===== config.mk =====
export PLATFORM = sky130hd
export DESIGN_NAME = multicycle_control
export DESIGN_NICKNAME = d
export VERILOG_FILES = /design/src/rtl/multicycle_control.sv
export SDC_FILE = /design/constraint.sdc
export NUM_CORES = 1
export LEC_CHECK = 0
export CAP_MARGIN = 20
export CELL_PAD_IN_SITES_DETAIL_PLACEMENT = 0
export CELL_PAD_IN_SITES_GLOBAL_PLACEMENT = 1
export CORE_MARGIN = 2
export CORE_UTILIZATION = 38
export CTS_BUF_LIST = sky130_fd_sc_hd__clkbuf_4 sky130_fd_sc_hd__clkbuf_8
export DETAILED_ROUTE_END_ITERATION = 12
export PLACE_DENSITY_LB_ADDON = 0.2
export SLEW_MARGIN = 0
export SYNTH_ARGS = -nofsm -noshare
export SYNTH_HDL_FRONTEND = slang
export SYNTH_SLANG_ARGS = --single-unit
export TNS_END_PERCENT = 20

===== constraint.sdc =====
create_clock -name clk -period 2.1 [get_ports clk]
set_input_delay 0.21 -clock clk [delete_from_list [all_inputs] [get_ports clk]]
set_output_delay 0.21 -clock clk [all_outputs]
set_load 0.05 [all_outputs]

===== src/rtl/multicycle_control.sv =====
// Multicycle control unit: FETCH/DECODE/EXEC/MEM/WB/MULDIV sequencer with state-decoded controls.
// Optional feature macro CU_ILLEGAL_TRAP_EN: unsupported opcodes lock into TRAP until reset.
module multicycle_control #(
  parameter int ALU_OP_W      = 3,
  parameter int MULDIV_CYCLES = 32
) (
  input  logic                clk,
  input  logic                rst,
  input  logic [5:0]          op_code,
  input  logic                zero,
  input  logic                mem_ready,
  output logic                reg_dst,
  output logic                jump,
  output logic                beq,
  output logic                mem_read,
  output logic                mem_to_reg,
  output logic                mem_write,
  output logic                alu_src,
  output logic                reg_write,
  output logic [ALU_OP_W-1:0] alu_op,
  output logic                pc_write,
  output logic                ir_write,
  output logic                hilo_write,
  output logic                busy,
  output logic                illegal
);

  localparam logic [5:0] OP_AND  = 6'b000000;
  localparam logic [5:0] OP_OR   = 6'b010000;
  localparam logic [5:0] OP_NOR  = 6'b100101;
  localparam logic [5:0] OP_ADD  = 6'b100111;
  localparam logic [5:0] OP_SUB  = 6'b100000;
  localparam logic [5:0] OP_SLT  = 6'b100010;
  localparam logic [5:0] OP_ADDI = 6'b001000;
  localparam logic [5:0] OP_DIV  = 6'b101010;
  localparam logic [5:0] OP_MULT = 6'b011010;
  localparam logic [5:0] OP_LW   = 6'b100011;
  localparam logic [5:0] OP_SW   = 6'b101011;
  localparam logic [5:0] OP_MFHI = 6'b011000;
  localparam logic [5:0] OP_MFLO = 6'b010010;
  localparam logic [5:0] OP_BEQ  = 6'b000100;
  localparam logic [5:0] OP_J    = 6'b000010;

  typedef enum logic [2:0] {
    S_FETCH, S_DECODE, S_EXEC, S_MEM, S_WB, S_MULDIV
`ifdef CU_ILLEGAL_TRAP_EN
    , S_TRAP
`endif
  } state_t;

  state_t     state, nxt;
  logic [5:0] opc;
  logic [7:0] cnt;
  logic [2:0] code;

  function automatic logic is_legal(input logic [5:0] op);
    case (op)
      OP_AND, OP_OR, OP_NOR, OP_ADD, OP_SUB, OP_SLT, OP_ADDI, OP_DIV,
      OP_MULT, OP_LW, OP_SW, OP_MFHI, OP_MFLO, OP_BEQ, OP_J: is_legal = 1'b1;
      default: is_legal = 1'b0;
    endcase
  endfunction

  // MFHI/MFLO fall to the default so the ALU sees 000
  function automatic logic [2:0] alu_code(input logic [5:0] op);
    case (op)
      OP_OR:                         alu_code = 3'b001;
      OP_NOR:                        alu_code = 3'b010;
      OP_ADD, OP_ADDI, OP_LW, OP_SW: alu_code = 3'b011;
      OP_SUB, OP_BEQ:                alu_code = 3'b100;
      OP_SLT:                        alu_code = 3'b101;
      OP_MULT:                       alu_code = 3'b110;
      OP_DIV:                        alu_code = 3'b111;
      default:                       alu_code = 3'b000;
    endcase
  endfunction

  always_ff @(posedge clk) begin
    if (rst) begin
      state <= S_FETCH;
      opc   <= '0;
      cnt   <= '0;
    end else begin
      state <= nxt;
      if (state == S_DECODE) opc <= op_code;
      if (state == S_EXEC && nxt == S_MULDIV) cnt <= 8'(MULDIV_CYCLES - 1);
      else if (state == S_MULDIV && cnt != 8'd0) cnt <= cnt - 8'd1;
    end
  end

  always_comb begin
    nxt        = state;
    code       = 3'b000;
    reg_dst    = 1'b0;
    jump       = 1'b0;
    beq        = 1'b0;
    mem_read   = 1'b0;
    mem_to_reg = 1'b0;
    mem_write  = 1'b0;
    alu_src    = 1'b0;
    reg_write  = 1'b0;
    pc_write   = 1'b0;
    ir_write   = 1'b0;
    hilo_write = 1'b0;
    illegal    = 1'b0;
    case (state)
      S_FETCH: begin
        ir_write = 1'b1;
        pc_write = 1'b1;
        nxt      = S_DECODE;
      end
      S_DECODE: begin
        if (op_code == OP_J) begin
          jump     = 1'b1;
          pc_write = 1'b1;
          nxt      = S_FETCH;
        end else if (!is_legal(op_code)) begin
          illegal = 1'b1;
`ifdef CU_ILLEGAL_TRAP_EN
          nxt = S_TRAP;
`else
          nxt = S_FETCH;
`endif
        end else begin
          nxt = S_EXEC;
        end
      end
      S_EXEC: begin
        code    = alu_code(opc);
        alu_src = (opc == OP_ADDI) || (opc == OP_LW) || (opc == OP_SW);
        case (opc)
          OP_BEQ: begin
            beq      = 1'b1;
            pc_write = zero;
            nxt      = S_FETCH;
          end
          OP_LW, OP_SW:    nxt = S_MEM;
          OP_MULT, OP_DIV: nxt = S_MULDIV;
          default:         nxt = S_WB;
        endcase
      end
      S_MEM: begin
        mem_read  = (opc == OP_LW);
        mem_write = (opc != OP_LW);
        if (mem_ready) nxt = (opc == OP_LW) ? S_WB : S_FETCH;
      end
      S_WB: begin
        reg_write  = 1'b1;
        reg_dst    = !((opc == OP_ADDI) || (opc == OP_LW));
        mem_to_reg = (opc == OP_LW);
        nxt        = S_FETCH;
      end
      S_MULDIV: begin
        if (cnt == 8'd0) begin
          hilo_write = 1'b1;
          nxt        = S_FETCH;
        end
      end
`ifdef CU_ILLEGAL_TRAP_EN
      S_TRAP: illegal = 1'b1;
`endif
      default: nxt = S_FETCH;
    endcase
    alu_op      = '0;
    alu_op[2:0] = code;
    busy        = (state != S_FETCH);
    // The reset cycle sits in FETCH; keep its strobes quiet until rst drops
    if (rst) begin
      reg_dst    = 1'b0;
      jump       = 1'b0;
      beq        = 1'b0;
      mem_read   = 1'b0;
      mem_to_reg = 1'b0;
      mem_write  = 1'b0;
      alu_src    = 1'b0;
      reg_write  = 1'b0;
      pc_write   = 1'b0;
      ir_write   = 1'b0;
      hilo_write = 1'b0;
      illegal    = 1'b0;
      busy       = 1'b0;
      alu_op     = '0;
    end
  end

endmodule


==> flow_summary_export.csv, run 1 <==
group,metric,value,unit
clock_network,cts_sinks,17,
min_path,holdCritStartpoint,"op_code[5]",
detailed_routing,drt_iter0_markers,58,
timing,slew_headroom,66.2,%
floorplan,dieArea,3690,sq um
power_and_ir_drop,p_sw,0.249,mW
power_and_ir_drop,intPower,0.543,mW
timing,worstMarginPinSlew,0.503,ns
detailed_routing,final_antenna_net_count,0,
synth,seq_area_frac_synth,27.8,%
place,port_buffers,25,
floorplan,start_util,40.1,%
timing,fin_skew,0.00335,ns
timing,timing.fmax,422,MHz
clock_network,clk_pin_slew,0.10,ns
min_path,hold_class,"in2reg",
grt,grt_pass1_vias,1167,
floorplan,rows,20,
detailed_routing,wl_per_cell,13.9,um
cells_and_area,drive_gt1_share,32.3,%
synth,synthesis.nets,167,
critical_path,crit_arrival,2.16,ns
detailed_routing,num_vias,1319,
detailed_routing,dr.pass1.iters,4,
status,failed_checks,"setup timing",
cells_and_area,multi_input_area,912,sq um
timing,postLayoutSetupSlackWorst,-0.269,ns
critical_path,timing.rr.start,"cnt[0]$_SDFFE_PP0P_",
timing,hold_slack,0.332,ns
cells_and_area,seqCellArea,345,sq um
place,place_congestion,0.757,
run,drv_cap,0,
detailed_routing,via_per_inst,5.59,
grt,grt_pass1_wl,5.45,mm
power_and_ir_drop,vdd_ir_drop_max,290,uV
synth,synth_seq_cells,17,
grt,grt_max_degree,23,
floorplan,coreArea,3050,sq um
clock_network,cts_root_buf,"clkbuf_4",
power_and_ir_drop,seqPwrFrac,44.6,%
clock_network,cts_buffer_depth,2,
critical_path,critPathLaunchType,"flop",
detailed_routing,wl,3.27,mm
clock_network,cts_buffers,3,
timing,rsz0062_at_grt,"yes",
place,dpl.hpwl,2.44,mm
floorplan,io_pins,26,
cells_and_area,layout_commonest_cell,"buf_4",
timing,slew_viol_final,0,
grt,antenna_found_initial,0,
synth,syn-cell-area,1220,sq um
cells_and_area,final_cell_mix,"18 x buf_4, 16 x buf_12, 13 x nor2_1, 13 x dfxtp_1, 8 x nand2b_1",
synth,synth_warnings,0,
clock_network,cts_max_level,1,
critical_path,end_kind,"primary output",
synth,synth.avg_cell_area,7.85,sq um
timing,finalHoldViolCount,0,
power_and_ir_drop,power.share.clock,24.5,%
cells_and_area,fillers,289,
timing,fin_crit,2.37,ns
place,place_area,1800,sq um
detailed_routing,drc,0,
clock_network,cts_tree,"built",
clock_network,cts_hold_buf,0,
floorplan,die_h,60.8,um
grt,grt_use_total,19.1,%
synth,synth_cell_types,47,
cells_and_area,finish.net_count,204,
power_and_ir_drop,p_sw_share,31.4,%
synth,syn_inst,156,
clock_network,clk_latency,0.29,ns
critical_path,critPathMaxFanout,2,
grt,grt-ovfl-total,0,
timing,finalCritPeriodShare,113,%
timing,finalSetupViolCount,3,
critical_path,critPathLaunch,"opc[1]$_SDFFE_PP0P_",
cells_and_area,antennaDiodeCount,0,
power_and_ir_drop,combinationalPowerShare,30.9,%
status,status,"finished, violations left",
cells_and_area,areaGrowthSynthToFinish,57.2,%
critical_path,cp_data_required_time,1.89,ns
critical_path,reg2reg_slack,0.29,ns
power_and_ir_drop,p_leak,0.753,nW
cells_and_area,fin_area,1930,sq um
power_and_ir_drop,power_density,411,nW/um^2
floorplan,die_x,60.8,um
critical_path,worstSetupPathType,"reg2out",
[power by group through the flow]
stage / Clock, mW / Sequential, mW / Combinational, mW
floorplan: 0 / 0.346 / 0.139
global placement: 0 / 0.357 / 0.223
detailed placement: 0 / 0.357 / 0.228
CTS: 0.191 / 0.352 / 0.237
global route: 0.211 / 0.356 / 0.263
finish: 0.194 / 0.353 / 0.245
[worst max-delay path: stages (launching register included)]
cell	delay [ns]
dfxtp_2	0.33
or4b_4	0.53
or3_4	0.35
o21a_1	0.20
o41ai_4	0.27
buf_12	0.18
[metrics by stage]
| step | power [mW] | TNS, ns | worst slack (ns) | instances | utilization (%) |
|---|---|---|---|---|---|
| floorplan | 0.485 | -1.56 | -0.361 | 156 | - |
| global placement | 0.580 | -0.176 | -0.0994 | 231 | 59.1 |
| detailed placement | 0.586 | -0.203 | -0.107 | 231 | 59.1 |
| CTS | 0.780 | -0.396 | -0.266 | 235 | 61.4 |
| global route | 0.830 | -0.835 | -0.337 | 236 | 63.1 |
| finish | 0.792 | -0.294 | -0.269 | 236 | 63.1 |
[sequential cells by signal (all words and copies together), names as in the netlist]
| name | flops |
|---|---|
| cnt | 8 |
| opc | 6 |
| state | 3 |
[path summary, 6_finish.rpt]
path,end,cells past startpoint
max,pc_write,5
min,opc[5]$_SDFFE_PP0P_,4
max reg2reg,cnt[5]$_SDFFE_PP0P_,6
min reg2reg,cnt[5]$_SDFFE_PP0P_,2
[repair_timing]
action / CTS / global route
pin swaps: 1 / 3
resized for setup: 8 / 15
endpoints found under the setup margin: 8 / 12
setup buffers: 0 / 1
[cell usage after synthesis (all sizes together)]
master | n | area share, %
dfxtp | 17 | 28
nor2 | 15 | 4.8
clkbuf | 11 | 3.4
nor3 | 9 | 3.7
a21oi | 8 | 3.3
nand2b | 8 | 4.1
mux2i | 6 | 4.9
or3 | 6 | 3.5
a31oi | 5 | 2.6
inv | 5 | 1.5
nand2 | 5 | 1.5
nor2b | 5 | 2.6
nor4 | 5 | 3.1
nand3b | 4 | 2.5
o21ai | 4 | 1.6
a211oi | 3 | 1.8
nand3 | 3 | 1.2
or4 | 3 | 1.8
xor2 | 3 | 2.1
and3b | 2 | 1.4
and4b | 2 | 1.6
nor3b | 2 | 1.2
o22ai | 2 | 1.0
o31ai | 2 | 1.2
or3b | 2 | 1.4
or4b | 2 | 1.6
a211o | 1 | 0.72
a21boi | 1 | 0.61
a21o | 1 | 0.61
a2bb2oi | 1 | 0.72
buf | 1 | 0.41
ha | 1 | 1.0
mux2 | 1 | 0.92
nand4 | 1 | 0.51
nand4b | 1 | 0.72
nor4bb | 1 | 0.82
o2111ai | 1 | 0.72
o211ai | 1 | 0.61
o21a | 1 | 0.61
o21ba | 1 | 0.82
o32a | 1 | 0.82
o41ai | 1 | 1.3
xnor2 | 1 | 0.72
[kinds of logic (layout without fill, tap and decap cells)]
group / Yosys count / after routing / synth area share [%]
muxes: 7 / 7 / 5.82
xor gates and xnor gates: 4 / 4 / 2.86
and+or+nand+nor: 76 / 76 / 38.1
buffers and inverters: 17 / 53 / 5.31
DFF: 17 / 17 / 27.8
AOI/OAI and AO/OA: 34 / 34 / 19.1
adders and majority gates: 1 / 1 / 1.02
[routing by layer]
layer / track usage, % / routed length [um]
met5: 0 / 0
met3: 4.69 / 123
met2: 31.5 / 1630
met4: 0.932 / 8
met1: 26.7 / 1520
[final cells by class]
class,count,share of cell area (%)
Multi-Input combinational cell,122,47.4
Timing Repair Buffer,44,29.3
Sequential cell,17,17.9
Tap cell,44,2.86
Clock buffer,4,1.56
Inverter,5,0.975
Note: power is estimated with default switching activity, not from simulation.
==> inputs of run 2 (changes only) <==
SETUP_SLACK_MARGIN = 0.4   (was unset)
clock period = 2.4 ns   (was 2.1 ns; I/O delays follow)
==> run 2 against run 1 <==
Compared with the run above: the run still ends with setup timing left; highest routed layer unchanged; largest cell class unchanged; via count is 3.3% lower; critical path type unchanged; wire length rose by 1.7%; worst setup slack better by 0.24 ns; global-route usage rose by 0.65 points; clock power shrank 20%.
==> flow_summary_export.csv, run 2 (synthesis results as in run 1) <==
group,metric,value,unit
detailed_routing,drt_iter0_markers,54,
timing,slew_viol_final,0,
grt,grt-ovfl-total,0,
power_and_ir_drop,p_sw,0.227,mW
power_and_ir_drop,power.total,0.686,mW
min_path,hold_depth,3,
cells_and_area,instances_no_fill,226,
clock_network,clk_latency,0.30,ns
critical_path,timing.rr.start,"cnt[0]$_SDFFE_PP0P_",
power_and_ir_drop,power.share.clock,22.7,%
critical_path,critPathMaxFanout,3,
critical_path,cp_data_required_time,2.16,ns
critical_path,critPathLaunch,"opc[1]$_SDFFE_PP0P_",
grt,grt_use_met3,4.69,%
timing,finalCritPeriodShare,101,%
timing,final.setup.tns,-0.0261,ns
critical_path,reg2reg_slack,0.61,ns
cells_and_area,largest_register,"cnt",
clock_network,cts_buffer_depth,2,
floorplan,io_pins,26,
grt,grt_max_degree,22,
clock_network,cts_tree,"built",
grt,grt_use_total,19.8,%
min_path,worstHoldEndpoint,"opc[2]$_SDFFE_PP0P_",
cells_and_area,final_cell_mix,"15 x buf_12, 13 x nor2_1, 9 x dfxtp_1",
clock_network,cts_sinks,17,
detailed_routing,final_antenna_net_count,0,
cells_and_area,largest_reg_flops,8,
cells_and_area,top_regs,"cnt (8), opc (6), state (3)",
critical_path,crit_arrival,2.19,ns
timing,fin_skew,0.0127,ns
grt,grt_pass1_wl,5.58,mm
grt,grtUsageMet1,26.4,%
clock_network,cts_max_level,1,
floorplan,rows,20,
critical_path,worstSetupPathType,"reg2out",
timing,rsz0062_at_grt,"yes",
critical_path,end_kind,"primary output",
clock_network,cts_buffers,3,
cells_and_area,fin_area,1970,sq um
timing,slew_headroom,71.9,%
critical_path,worstPathCellList,"or4b_4, or3_4, o21a_1, o41ai_4, buf_12",
cells_and_area,antennaDiodeCount,0,
run,drv_cap,0,
detailed_routing,drc,0,
grt,grt_pass1_vias,1242,
detailed_routing,wl,3.33,mm
power_and_ir_drop,power_density,349,nW/um^2
floorplan,die_x,60.8,um
timing,timing.fmax,412,MHz
power_and_ir_drop,intPower,0.459,mW
detailed_routing,num_vias,1276,
cells_and_area,areaGrowthSynthToFinish,60.7,%
min_path,holdCritStartpoint,"op_code[2]",
status,failed_checks,"setup timing",
critical_path,max_stage_delay,0.53,ns
power_and_ir_drop,p_sw_share,33.1,%
critical_path,rr_endpoint,"cnt[5]$_SDFFE_PP0P_",
floorplan,coreArea,3050,sq um
floorplan,die_h,60.8,um
cells_and_area,layout_commonest_cell,"buf_12",
clock_network,cts_root_buf,"clkbuf_4",
grt,antenna_found_initial,0,
timing,fin_crit,2.43,ns
cells_and_area,drive_gt1_share,37.9,%
cells_and_area,finish.net_count,194,
power_and_ir_drop,seqPwrFrac,45.8,%
critical_path,critPathLaunchType,"flop",
power_and_ir_drop,combinationalPowerShare,31.4,%
clock_network,cts_hold_buf,0,
grt,grt.busiest_layer,"met2",
cells_and_area,fin_util,64.5,%
critical_path,cp_slowest_cell,"or4b_4",
power_and_ir_drop,vdd_ir_drop_max,455,uV
floorplan,dieArea,3690,sq um
critical_path,reg2regPathDepth,6,
floorplan,start_util,40.1,%
status,status,"finished, violations left",
place,place_area,1760,sq um
place,dpl.hpwl,2.38,mm
power_and_ir_drop,p_leak,0.696,nW
grt,grt_use_met2,33.6,%
timing,finalSetupViolCount,1,
detailed_routing,dr.pass1.iters,4,
timing,postLayoutSetupSlackWorst,-0.0261,ns
clock_network,clk_pin_slew,0.11,ns
detailed_routing,wl_per_cell,14.7,um
timing,finalHoldViolCount,0,
detailed_routing,via_per_inst,5.65,
place,place_congestion,0.797,
place,port_buffers,25,
timing,worstMarginPinSlew,0.416,ns
min_path,hold_class,"in2reg",
place,dp_cells,221,
## run 2: changes by cell type in the layout (fill, tap and decap cells not counted), moves of 3 or more
cell            previous run  this run
dfxtp_4                    0         3
dlymetal6s2s_1             3         0
buf_4                     18         6
nor3_1                     6         2
dfxtp_1                   13         9
## run 2: what timing repair did
item                                    in CTS  in global routing
buffers inserted                             1                  0
endpoints found under the setup margin      14                 12
pin swaps                                   13                 12
resized for setup                           37                 10
gates cloned                                 0                  0
## run 2: cell type report
cell class | instances | area, sq um
Inverter | 5 | 18.8
Clock inverter | 1 | 5.00
Sequential cell | 17 | 358
Timing Repair Buffer | 34 | 495
Fill cell | 279 | 1080
Clock buffer | 3 | 22.5
Multi-Input combinational cell | 122 | 1010
Tap cell | 44 | 55.1
## run 2: critical path: cells and delay by family (launching register included)
family                 cells  cell delay (ns)
AO/OA/AOI/OAI              2             0.47
flip-flops                 1             0.34
AND/OR/NAND/NOR            2             0.90
buffers and inverters      1             0.18
## run 2: power by group through the flow
stage | sequential (mW) | combinational [mW] | clock (mW)
finish | 0.315 | 0.216 | 0.156
global route | 0.317 | 0.230 | 0.177
CTS | 0.313 | 0.209 | 0.162
detailed placement | 0.317 | 0.187 | 0
global placement | 0.316 | 0.184 | 0
floorplan | 0.303 | 0.126 | 0
## run 2: metrics by stage
stage / hold slack, ns / setup WS, ns
CTS: 0.410 / -0.0304
finish: 0.425 / -0.0261
floorplan: 0.387 / 0.151
detailed placement: 0.512 / 0.0642
global placement: 0.494 / 0.0889
global route: 0.419 / -0.103
## run 2: metal layers
metal / wire [um] / part of all wire, %
met1: 1560 / 47
met2: 1620 / 49
met4: 10 / 0.30
met3: 138 / 4.1
met5: 0 / 0
## run 2: how the worst max path moves through the flow
stage / endpoint / cells past startpoint
6_report: pc_write / 5
5_1_grt: pc_write / 5
4_1_cts: pc_write / 5
3_5_place_dp: pc_write / 6
3_3_place_gp: pc_write / 6
2_1_floorplan: mem_write / 4
